**config.mk**
```make
export PLATFORM = sky130hd
export DESIGN_NAME = delay_sweep_ctrl
export DESIGN_NICKNAME = d
export VERILOG_FILES = /design/src/rtl/delay_sweep_ctrl.sv
export SDC_FILE = /design/constraint.sdc
export NUM_CORES = 1
export LEC_CHECK = 0
export ABC_AREA = 1
export BUFFER_PORTS_ARGS = -buffer_cell sky130_fd_sc_hd__buf_2
export CORE_MARGIN = 1.5
export CORE_UTILIZATION = 55
export CTS_CLUSTER_DIAMETER = 40
export DETAILED_ROUTE_END_ITERATION = 6
export PLACE_DENSITY_LB_ADDON = 0.2
export SKIP_LAST_GASP = 1
export SLEW_MARGIN = 0
export SYNTH_ARGS = -nofsm -noshare
export SYNTH_HDL_FRONTEND = slang
export SYNTH_SLANG_ARGS = --single-unit
```
**constraint.sdc**
```tcl
create_clock -name wb_clk_i -period 5.2 [get_ports wb_clk_i]
set_input_delay 0.78 -clock wb_clk_i [delete_from_list [all_inputs] [get_ports wb_clk_i]]
set_output_delay 0.78 -clock wb_clk_i [all_outputs]
set_load 0.005 [all_outputs]
```
**src/rtl/delay_sweep_ctrl.sv**
```systemverilog
// Wishbone sequencer sweeping a 10-bit delay code, strobing REPS times per point and queueing {code, hits}.
// Bus ack one cycle after a new request; the sweep holds in STORE while the result FIFO is full.

module delay_sweep_ctrl #(
    parameter int LG_FIFO     = 3,
    parameter int SYNC_STAGES = 2
) (
    input  logic        wb_clk_i,
    input  logic        wb_rst_ni,
    input  logic        wb_cyc_i,
    input  logic        wb_stb_i,
    input  logic        wb_we_i,
    input  logic [31:0] wb_adr_i,
    input  logic [31:0] wb_dat_i,
    input  logic [3:0]  wb_sel_i,
    output logic [31:0] wb_dat_o,
    output logic        wb_ack_o,
    output logic        wb_stall_o,
    output logic        wb_err_o,
    output logic [9:0]  delay_code_o,
    output logic        stb_o,
    input  logic        cmp_i,
    output logic        busy_o,
    output logic        done_irq_o
);

    localparam int DEPTH = 1 << LG_FIFO;

    typedef enum logic [2:0] {
        S_IDLE   = 3'd0,
        S_SETTLE = 3'd1,
        S_STROBE = 3'd2,
        S_SAMPLE = 3'd3,
        S_STORE  = 3'd4,
        S_DONE   = 3'd5
    } state_t;

    state_t state;

    // programmable configuration, visible on the bus
    logic [9:0]  cfg_start, cfg_stop, cfg_step;
    logic [15:0] cfg_reps, cfg_settle, cfg_sdly;

    // copies frozen at start for the running sweep
    logic [9:0]  run_stop, run_step;
    logic [15:0] run_reps, run_settle, run_sdly;

    logic [9:0]  code;
    logic [15:0] rep, hits, cnt;
    logic        stb, irq, done;

    logic [SYNC_STAGES-1:0] sync;
    logic                   cmp_s;

    logic [25:0]        mem [DEPTH];
    logic [LG_FIFO:0]   wr_ptr, rd_ptr;
    logic               fifo_empty, fifo_full;

    logic               req, req_q, access, wr, rd;
    logic [2:0]         offs;
    logic               ack;
    logic [31:0]        dat, rd_data;

    logic               start_req, abort_req, pop, push;
    logic [10:0]        next_code;
    logic [16:0]        rep_nxt;
    logic               unused;

    assign unused = ^{wb_sel_i, wb_adr_i[31:5], wb_adr_i[1:0]};

    // one access per stb assertion: a held strobe does not re-trigger
    assign req    = wb_cyc_i & wb_stb_i;
    assign access = req & ~req_q;
    assign wr     = access & wb_we_i;
    assign rd     = access & ~wb_we_i;
    assign offs   = wb_adr_i[4:2];

    assign fifo_empty = (wr_ptr == rd_ptr);
    assign fifo_full  = (wr_ptr[LG_FIFO] != rd_ptr[LG_FIFO]) &&
                        (wr_ptr[LG_FIFO-1:0] == rd_ptr[LG_FIFO-1:0]);

    assign start_req = wr && (offs == 3'd0) && wb_dat_i[0] && (state == S_IDLE);
    assign abort_req = wr && (offs == 3'd0) && wb_dat_i[1] &&
                       (state != S_IDLE) && (state != S_DONE);
    assign pop       = rd && (offs == 3'd5) && !fifo_empty;
    // a pop in the same cycle frees the slot, so a full FIFO still accepts the push
    assign push      = (state == S_STORE) && !abort_req && (!fifo_full || pop);

    assign next_code = {1'b0, code} + {1'b0, run_step};
    assign rep_nxt   = {1'b0, rep} + 17'd1;
    assign cmp_s     = sync[SYNC_STAGES-1];

    assign wb_dat_o     = dat;
    assign wb_ack_o     = ack;
    assign wb_stall_o   = 1'b0;
    assign wb_err_o     = 1'b0;
    assign delay_code_o = code;
    assign stb_o        = stb;
    assign done_irq_o   = irq;
    assign busy_o       = (state != S_IDLE) && (state != S_DONE);

    always_ff @(posedge wb_clk_i or negedge wb_rst_ni) begin
        if (!wb_rst_ni) begin
            sync <= '0;
        end else begin
            sync <= {sync[SYNC_STAGES-2:0], cmp_i};
        end
    end

    always_comb begin
        rd_data = 32'd0;
        case (offs)
            3'd0: rd_data = {24'd0, 1'b0, state, fifo_full, fifo_empty, done, busy_o};
            3'd1: rd_data = {6'd0, cfg_stop, 6'd0, cfg_start};
            3'd2: rd_data = {22'd0, cfg_step};
            3'd3: rd_data = {16'd0, cfg_reps};
            3'd4: rd_data = {cfg_sdly, cfg_settle};
            3'd5: rd_data = fifo_empty ? 32'd0 : {1'b1, 5'd0, mem[rd_ptr[LG_FIFO-1:0]]};
            default: rd_data = 32'd0;
        endcase
    end

    always_ff @(posedge wb_clk_i or negedge wb_rst_ni) begin
        if (!wb_rst_ni) begin
            req_q <= 1'b0;
            ack   <= 1'b0;
            dat   <= 32'd0;
        end else begin
            req_q <= req;
            ack   <= access;
            dat   <= rd ? rd_data : 32'd0;
        end
    end

    always_ff @(posedge wb_clk_i or negedge wb_rst_ni) begin
        if (!wb_rst_ni) begin
            cfg_start  <= '0;
            cfg_stop   <= '0;
            cfg_step   <= '0;
            cfg_reps   <= '0;
            cfg_settle <= '0;
            cfg_sdly   <= '0;
        end else if (wr) begin
            case (offs)
                3'd1: begin
                    cfg_start <= wb_dat_i[9:0];
                    cfg_stop  <= wb_dat_i[25:16];
                end
                3'd2: cfg_step <= wb_dat_i[9:0];
                3'd3: cfg_reps <= wb_dat_i[15:0];
                3'd4: begin
                    cfg_settle <= wb_dat_i[15:0];
                    cfg_sdly   <= wb_dat_i[31:16];
                end
                default: ;
            endcase
        end
    end

    always_ff @(posedge wb_clk_i) begin
        if (push) begin
            mem[wr_ptr[LG_FIFO-1:0]] <= {code, hits};
        end
    end

    always_ff @(posedge wb_clk_i or negedge wb_rst_ni) begin
        if (!wb_rst_ni) begin
            wr_ptr <= '0;
            rd_ptr <= '0;
        end else if (start_req) begin
            wr_ptr <= '0;
            rd_ptr <= '0;
        end else begin
            if (push) wr_ptr <= wr_ptr + (LG_FIFO+1)'(1);
            if (pop)  rd_ptr <= rd_ptr + (LG_FIFO+1)'(1);
        end
    end

    always_ff @(posedge wb_clk_i or negedge wb_rst_ni) begin
        if (!wb_rst_ni) begin
            state      <= S_IDLE;
            code       <= '0;
            rep        <= '0;
            hits       <= '0;
            cnt        <= '0;
            stb        <= 1'b0;
            irq        <= 1'b0;
            done       <= 1'b0;
            run_stop   <= '0;
            run_step   <= '0;
            run_reps   <= '0;
            run_settle <= '0;
            run_sdly   <= '0;
        end else begin
            stb <= 1'b0;
            irq <= 1'b0;
            if (abort_req) begin
                state <= S_DONE;
                cnt   <= '0;
            end else begin
                case (state)
                    S_IDLE: begin
                        if (start_req) begin
                            run_stop   <= cfg_stop;
                            run_step   <= (cfg_step == 10'd0) ? 10'd1 : cfg_step;
                            run_reps   <= (cfg_reps == 16'd0) ? 16'd1 : cfg_reps;
                            run_settle <= cfg_settle;
                            run_sdly   <= cfg_sdly;
                            code       <= cfg_start;
                            rep        <= '0;
                            hits       <= '0;
                            cnt        <= '0;
                            done       <= 1'b0;
                            state      <= S_SETTLE;
                        end
                    end
                    S_SETTLE: begin
                        if (cnt >= run_settle) begin
                            cnt   <= '0;
                            stb   <= 1'b1;
                            state <= S_STROBE;
                        end else begin
                            cnt <= cnt + 16'd1;
                        end
                    end
                    S_STROBE: begin
                        cnt   <= '0;
                        state <= S_SAMPLE;
                    end
                    S_SAMPLE: begin
                        if (cnt >= run_sdly) begin
                            cnt <= '0;
                            if (cmp_s && (hits != 16'hFFFF)) hits <= hits + 16'd1;
                            if (rep_nxt < {1'b0, run_reps}) begin
                                rep   <= rep_nxt[15:0];
                                stb   <= 1'b1;
                                state <= S_STROBE;
                            end else begin
                                state <= S_STORE;
                            end
                        end else begin
                            cnt <= cnt + 16'd1;
                        end
                    end
                    S_STORE: begin
                        if (push) begin
                            // 11-bit sum: carry out means the top of the delay range was passed
                            if (next_code[10] || (next_code > {1'b0, run_stop})) begin
                                state <= S_DONE;
                            end else begin
                                code  <= next_code[9:0];
                                hits  <= '0;
                                rep   <= '0;
                                cnt   <= '0;
                                state <= S_SETTLE;
                            end
                        end
                    end
                    S_DONE: begin
                        done  <= 1'b1;
                        irq   <= 1'b1;
                        state <= S_IDLE;
                    end
                    default: state <= S_IDLE;
                endcase
            end
        end
    end

endmodule

```
# [Word-level counts from Yosys, hierarchy flattened]
# Memories as Yosys holds them, arrays and structs flattened.
# Cells that the tools add are included.
# W data, S select, Z words.
[totals] memories=1 rom_bits=0 input_bits=74 regBits=254 latch_bits=0 out_inout_bits=48 ram_bits=208
[classes] n_shift=0 n_reduce_logical=40 n_mul=0 bitwise_logic=7 order_cmp=4 add_sub_neg=6 n_div=0 mux=45 n_eq_ne=26
[memory_table] name="mem" words=8 width=26 rd=1 rd_ports_with_merged_regs=0 wr=1 line_no="55" source="logic [25:0] mem [DEPTH];"
[ops] cell="$pmux W32 S6" n=1
[ops] cell="$mux W16" n=11
[ops] cell="$pmux W16 S3" n=2
[ops] cell="$pmux W16 S5" n=1
[ops] cell="$mux W32" n=2
[ops] cell="$mux W10" n=4
[ops] cell="$add A16 B1 Y16 const B" n=2
[ops] cell="$ge A16 B16 Y1" n=2
[ops] cell="$mux W3" n=7
[ops] cell="$pmux W10 S2" n=1
[ops] cell="$ne A3 B3 Y1 const B" n=6
[ops] cell="$add A16 B1 Y17 const B" n=1
[ops] cell="$lt A17 B16 Y1" n=1
[ops] cell="$logic_not A16 Y1" n=1
[ops] cell="$mux W4" n=4
[ops] cell="$ne A16 B16 Y1 const B" n=1
[ops] cell="$pmux W3 S5" n=1
[ops] cell="$reduce_and A7 Y1" n=2
[ops] cell="$logic_and A1 B1 Y1" n=13
[ops] cell="$eq A3 B2 Y1 const B" n=4
[ops] cell="$eq A3 B3 Y1 const B" n=4
[ops] cell="$ne A2 B2 Y1 const B" n=6
[ops] cell="$add A10 B10 Y11" n=1
[ops] cell="$gt A11 B10 Y1" n=1
[ops] cell="other kinds (20)" n=49

# [Longest topological paths before layout]
# Gate-level depths: netlist of the first run.
[logic_depth] depth_word=13 ltp_mapped=22

# [Least setup slack after synthesis of the first run]
# No wires, ideal clock.
[synth_path] path_kind="input to register" from="input port wb_cyc_i" to="memory mem[6][0], enable pin" slack_ps=1293 required_time_ps=4758 arrival_ps=3465 cell_stages=11 path_cell_list="nand2_1 > inv_2 > nand3_2 > inv_2 > nand3_4 > clkinv_2 > nor2_1 > nand2_2 > inv_1 > nand2_1 > nor3_1"
[synth_between] elab_chain_cells=12 elab_cells_between_ends=16
[synth_lines] element="from (decl)" line_no="10" source="input logic wb_cyc_i,"
[synth_lines] element="$and A1 B1 Y1 (*)" line_no="72" source="assign req = wb_cyc_i & wb_stb_i;"
[synth_lines] element="net req" line_no="59" source="logic req, req_q, access, wr, rd;"
[synth_lines] element="$and A1 B1 Y1 (*)" line_no="73" source="assign access = req & ~req_q;"
[synth_lines] element="$and A1 B1 Y1" line_no="74" source="assign wr = access & wb_we_i;"
[synth_lines] element="$logic_and A1 B1 Y1 (3 in series)" line_no="83" source="assign abort_req = wr && (offs == 3'd0) && wb_dat_i[1] &&"
[synth_lines] element="$logic_and A1 B1 Y1" line_no="84" source="(state != S_IDLE) && (state != S_DONE);"
[synth_lines] element="$logic_not A1 Y1" line_no="87" source="assign push = (state == S_STORE) && !abort_req && (!fifo_full || pop);"
[synth_lines] element="$logic_and A1 B1 Y1" line_no="87"
[synth_lines] element="$logic_and A1 B1 Y1 (*)" line_no="87"
[synth_lines] element="$mux W1 (*)" line_no="161" source="if (push) begin"
[synth_lines] element="$mux W1 (not written as such) (*)" line_no="162" source="mem[wr_ptr[LG_FIFO-1:0]] <= {code, hits};"
[synth_lines] element="to (decl)" line_no="55"
# The timed path passes the listed nets; every way through them passes the cells marked *.

# [Worst setup path in the final report of the first run]
[layout_path] from="register code[0], in the netlist delay_code_o[0]" to="register hits[1]"
[layout_between] elab_chain_cells=5
[layout_lines] element="from (decl)" line_no="48" source="logic [9:0] code;"
[layout_lines] element="from (signal assigned)" line_no="209" source="code <= cfg_start;"
[layout_lines] element="from (signal assigned)" line_no="251" source="code <= next_code[9:0];"
[layout_lines] element="$add A10 B10 Y11 (*)" line_no="89" source="assign next_code = {1'b0, code} + {1'b0, run_step};"
[layout_lines] element="$gt A11 B10 Y1" line_no="248" source="if (next_code[10] || (next_code > {1'b0, run_stop})) begin"
[layout_lines] element="$logic_or A1 B1 Y1 (*)" line_no="248"
[layout_lines] element="$ne A2 B2 Y1 (no line) (*)"
[layout_lines] element="$reduce_and A7 Y1 (no line) (*)"
[layout_lines] element="to (signal assigned)" line_no="233" source="if (cmp_s && (hits != 16'hFFFF)) hits <= hits + 16'd1;"
[layout_lines] element="to (decl)" line_no="49" source="logic [15:0] rep, hits, cnt;"
# Mark *: on every way between the ends. The rest lies on a longest branch, timed or not.
# A chain may end at the register's enable or synchronous reset.

==> results of run 1 <==
cells in the final DEF (no fill, tap or decap), types with 27 or more instances in the layout:
cell	instances
a21oi_1	54
buf_2	85
buf_4	27
clkbuf_16	61
dfrtp_1	253
edfxtp_1	208
ha_1	72
inv_1	229
nand2_1	488
nand3_1	70
nor2_1	212
o21ai_0	264
o22ai_1	64
cells by family (layout without fill, tap and decap cells):
logic type	count (synthesis)	count (layout)
buffers and inverters	335	467
other	1	4
XOR/XNOR	30	30
adder cells (fa/ha/maj)	73	73
AND/OR/NAND/NOR	869	869
AO/OA/AOI/OAI	453	453
flip-flops	462	462
multiplexers	17	17
per-layer routing:
layer | part of all wire, % | GRT usage [%] | wire length (um) | vias to the layer above
met1 | 44 | 39.7 | 24500 | 7853
met2 | 46 | 43.9 | 25400 | 542
li1 | - | - | - | 7708
met3 | 6.3 | 3.93 | 3490 | 117
met5 | 0 | 0 | 0 | -
met4 | 3.7 | 11.8 | 2050 | 0
per-stage QoR:
step	cells	setup slack [ns]	hold slack, ns	power [uW]
global route	2892	0.588	0.262	12500
detailed placement	2780	1.00	0.354	7620
floorplan	2241	1.29	0.331	6650
CTS	2891	0.954	0.254	12000
finish	2893	0.905	0.284	11900
global placement	2780	1.12	0.338	7510
power by group:
group	leakage [uW]	switching [uW]	internal [uW]
clock network	0.00102	1640	2710
registers	0.00511	330	4270
logic	0.00502	2120	863
total	0.0111	4090	7850
state kept, by name, indices dropped and copies added (netlist names), 4 cells and up:
signal / flops
cfg_step: 10
run_stop: 10
rd_ptr: 4
cfg_start: 10
wr_ptr: 4
cfg_settle: 16
run_step: 10
mem: 208
run_reps: 16
delay_code_o: 10
hits: 16
cfg_sdly: 16
run_settle: 16
cnt: 16
cfg_stop: 10
run_sdly: 16
cfg_reps: 16
wb_dat_o: 32
rep: 16
worst min path at each step:
stage | endpoint
final | sync[0]
after global routing | sync[0]
after CTS | sync[0]
after detailed placement | sync[1]
after global placement | sync[1]
after floorplan | sync[1]
area by class of cell:
class | count | area, sq um
multi-input combinational | 1444 | 7620
antenna | 2 | 5.00
fill | 3116 | 14100
timing repair buffer | 114 | 663
sequential | 462 | 12600
clock inverter | 41 | 513
inverter | 242 | 910
tap | 518 | 648
clock buffer | 70 | 1630
==> run metrics, run 1 <==
run status=completed; Synth Warn #=0; clock-pin slew on the worst setup and hold paths=0.06 ns; worst slew pin tran=1.09 ns; post-CTS resize count=0; Critical Path End=hits[1]; routed vias=16220; most common cell in the netlist=nand2_1; largest net degree at the start of global routing=127; Skew-Pair Late Insertion Delay=0.60 ns; reg2reg path depth=22; GP Congestion=0.921; Buf/Inv on CP=4; CTS buffer count=59; CP Depth=22; placed cell areas=0.0224 sq mm; Seq cells post-synth=462; I/O pin total=122; R2R Path Start=delay_code_o[0]; RSZ-0062 raised after global routing=false; Adder-Cell Fraction of Synth Area=4.28%; Post-synth top cells=nand2_1 (488), o21ai_0 (264), dfrtp_1 (254); Initial DRC Count=1357; Crit path required time=5.69 ns; R2R Setup Slk=0.90 ns; cell type with the highest aggregate area in the netlist=dfrtp_1; Worst R2R End=hits[1]; TritonCTS clock tree=yes; VDD IR-drop max=0.315 mV; Via density=5.61; worst hold stages=1; min Tclk post-route=4.30 ns; width of the die=201 um; synth top area cells=dfrtp_1 (30%), edfxtp_1 (29%), nand2_1 (8.5%); crit-path max FO=28; largest family of logic cells by synthesized area=simple AND/OR/NAND/NOR gates; Layout Skew=0.0133 ns; Final Net Count=2470; drt first pass iters=5; number of synthesized flops with an enable pin=208; setup bufs post-CTS=0; DIE AREA=0.0403 sq mm; Post-route DRC=0; Compound-Gate Fraction of Synth Area=11.8%; Power Density=485 mW/mm^2; Worst path top cell family by delay=simple AND/OR/NAND/NOR gates; Setup CP Type=flop to flop; clock sink count=462; HPWL Detailed=36.3 mm; Layout area overhead=14.3%; Setup crit end kind=flop; WL/cell=19.2 um; row count=72; Final Cell Area=0.0246 sq mm; worst hold path class=input pin to flop; crit-path cells=ha_1 > inv_1 > fa_1 > inv_1 > nand4_1 > nand3_2 > xor2_1 > ha_1 > nand2_1 > inv_1 > a21oi_1 > nand2_1 > nand2_1 > nand2_1 > nand2_1 > nand3_1 > nand2_1 > nand2_4 > nor2_8 > inv_1 > nand2_1 > nand2_1; Slew Viols, Final=0; Final TNS setup=0 ns; final hold vios=0; crit-path max cell delay=0.56 ns; top-area cell type share of the netlist area=29.5%; Post-synth top flop=dfrtp_1; Synth Area in XOR/XNOR=1.22%; CTS root buf=clkbuf_16; most frequent CP cell=nand2_1; sequential area share after synthesis=58.6%; final cycle utilization of the critical path=82.6%; relative slew slack=27.7%; overall routing resource usage=28.1%; Post-Route WL=55.4 mm; layout cells sized above 1=12.9%; Max-cap violations=0; Core Region=0.0386 sq mm; Leak Pwr=0.0111 uW; Syn Inst Count=2240; H-tree lvl count=2; post-synth cell types=60; worst hold start=cmp_i; global-route wire length before repair=87.9 mm; post-route ant nets=0; critical path's slowest cell=dfrtp_1; ys async rst share=55.0%; post-synthesis mux area share=0.878%; f_max=233 MHz; initial antenna violation count=2; CP arrival=4.79 ns; Post-CTS Hold Fix Bufs=0; global route total overflow=0; Syn Area/Cell=9.61 sq um; Initial Utilization=55.7%; vias in the first global route=15870; critical path startpoint=delay_code_o[0]; utilization after layout=63.6%; IO buf count=86; final setup fails=0; startpoint types=flop; Cell Area, Synth=0.0215 sq mm; Die Span Y=201 um; Clock Path Buffers=3; Synth Area in Simple Gates=17.1%
No activity file was read; power rests on OpenSTA's default activity.
==> run 2, diff against run 1 <==
clock period = 3.9 ns   (was 5.2 ns; I/O delays follow)
==> run 2 against run 1 <==
  * Sequential cell count is the same
  * Via count grew 0.22%
  * Critical path type unchanged
  * Largest cell class unchanged
  * Sequential share of layout area shrank 0.22 points
  * Cell count grew 0.69%
  * Global-route usage shrank 0.22 points
  * Core utilization grew 0.28 points
  * Combinational power grew 38%
==> run metrics, run 2 (synthesized netlist as in run 1, its figures left out) <==
run status=completed; Core Region=0.0386 sq mm; CP arrival=4.20 ns; Setup crit end kind=flop; Slew Viols, Final=0; DIE AREA=0.0403 sq mm; startpoint types=flop; Largest register FFs=208; clock sink count=462; I/O pin total=122; most common cell after layout, fill and taps aside=nand2_1; clock-pin slew on the worst setup and hold paths=0.06 ns; hold slack=0.0385 ns; row count=72; overall routing resource usage=27.8%; Clock power frac=35.6%; Layout Skew=0.0277 ns; GP Congestion=0.929; P_sw=5470 uW; VDD IR-drop max=0.417 mV; global route total overflow=0; IO buf count=86; Setup CP Type=flop to flop; worst slew pin tran=1.16 ns; utilization after layout=63.9%; Fillers=3191; initial antenna violation count=1; global-route wire length before repair=87.3 mm; Internal=10400 uW; CTS root buf=clkbuf_16; final cycle utilization of the critical path=94.6%; vias in the first global route=15812; Layout area overhead=14.8%; min Tclk post-route=3.69 ns; Crit path required time=4.41 ns; Final TNS setup=0 ns; H-tree lvl count=2; relative slew slack=22.6%; TritonCTS clock tree=yes; Clock Path Buffers=3; final hold vios=0; Leak Pwr=0.0112 uW; f_max=271 MHz; largest net degree at the start of global routing=101; Net Sw Frac=34.5%; HPWL Detailed=37.3 mm; post-route ant nets=0; routed vias=16255; final setup fails=0; CTS buffer count=61; Finished Layout Cells=2913; Post-Place Cells=2799; reg2reg path depth=16; Post-Route WL=55.0 mm; Max-cap violations=0; Final Cell Area=0.0247 sq mm; Power Density=643 mW/mm^2; layout cells sized above 1=13.5%; R2R Path Start=delay_code_o[5]; Final Net Count=2491; Initial Utilization=55.7%; most frequent cells in the layout=nand2_1 (488), o21ai_0 (264), dfrtp_1 (253); setup bufs post-CTS=0; Initial DRC Count=1372; placed cell areas=0.0226 sq mm; worst hold path class=input pin to asynchronous set/reset pin; Via density=5.58; Worst R2R End=cnt[11]; drt first pass iters=5; WL/cell=18.9 um; R2R Setup Slk=0.21 ns; width of the die=201 um; Die Span Y=201 um; Post-route DRC=0; Gate power share=25.9%; Skew-Pair Late Insertion Delay=0.61 ns; share of power burned in registers=38.5%; crit-path max FO=16
-- run 2: cell count changes in the layout (fill, tap and decap cells not counted), sizes merged --
cell / previous run / this run
bufinv: 9 / 6
clkbuf: 70 / 79
diode: 2 / 1
buf: 114 / 133
inv: 251 / 253
clkinvlp: 10 / 4
-- run 2: power by group through the flow --
stage / sequential, uW / combinational (uW) / clock (uW)
2_1_floorplan: 6060 / 2810 / 0
3_3_place_gp: 6170 / 3950 / 0
3_5_place_dp: 6180 / 4080 / 0
4_1_cts: 6100 / 4100 / 5720
5_1_grt: 6170 / 4550 / 5930
6_report: 6110 / 4120 / 5650
-- run 2: worst max path at each step --
stage,startpoint,endpoint,cells past startpoint
after detailed placement,run_step[0],rep[3],20
after global placement,delay_code_o[0],rep[7],20
after floorplan,wb_cyc_i,mem[6][0],11
after global routing,delay_code_o[5],cnt[11],16
after CTS,run_step[0],rep[1],20
final,delay_code_o[5],cnt[11],16
-- run 2: layout make-up --
cell class                 instances  area (sq um)  share of cell area (%)
inverter                         242           910                    3.68
clock buffer                      79          1680                    6.78
sequential                       462         12600                    51.0
antenna                            1          2.50                  0.0101
tap                              518           648                    2.62
multi-input combinational       1444          7630                    30.9
timing repair buffer             133           818                    3.31
clock inverter                    34           410                    1.66
-- run 2: metal layers --
layer / wire length, um / global-route usage, % / share of wire [%] / vias to the layer above
li1: - / - / - / 7741
met1: 24400 / 39.6 / 44 / 7854
met2: 25400 / 44.0 / 46 / 551
met4: 1620 / 9.77 / 3.0 / 0
met3: 3600 / 4.04 / 6.5 / 109
met5: 0 / 0 / 0 / -
-- run 2: worst max-delay path: stages, from the launching register on --
cell,delay (ns)
dfrtp_1,0.52
ha_1,0.45
nand2_1,0.10
nor3_1,0.24
o21ai_0,0.20
a31o_2,0.27
nand2_1,0.09
ha_1,0.25
and3_1,0.20
nand4_1,0.07
nand2_1,0.09
nand3_1,0.17
nand2_1,0.14
buf_4,0.19
a21oi_4,0.40
nand2_1,0.09
o21ai_1,0.11
-- run 2: timing repair --
item | 4_1_cts | 5_1_grt
hold buffers | 0 | 0
gates resized for setup | 0 | 2
endpoints found under the setup margin | 0 | 16
-- run 2: per-stage QoR --
| stage | worst slack (ns) | total power, uW |
|---|---|---|
| after floorplan | 0.188 | 8870 |
| after global placement | 0.245 | 10100 |
| after detailed placement | 0.174 | 10300 |
| after CTS | 0.115 | 15900 |
| after global routing | -0.000959 | 16600 |
| final | 0.210 | 15900 |
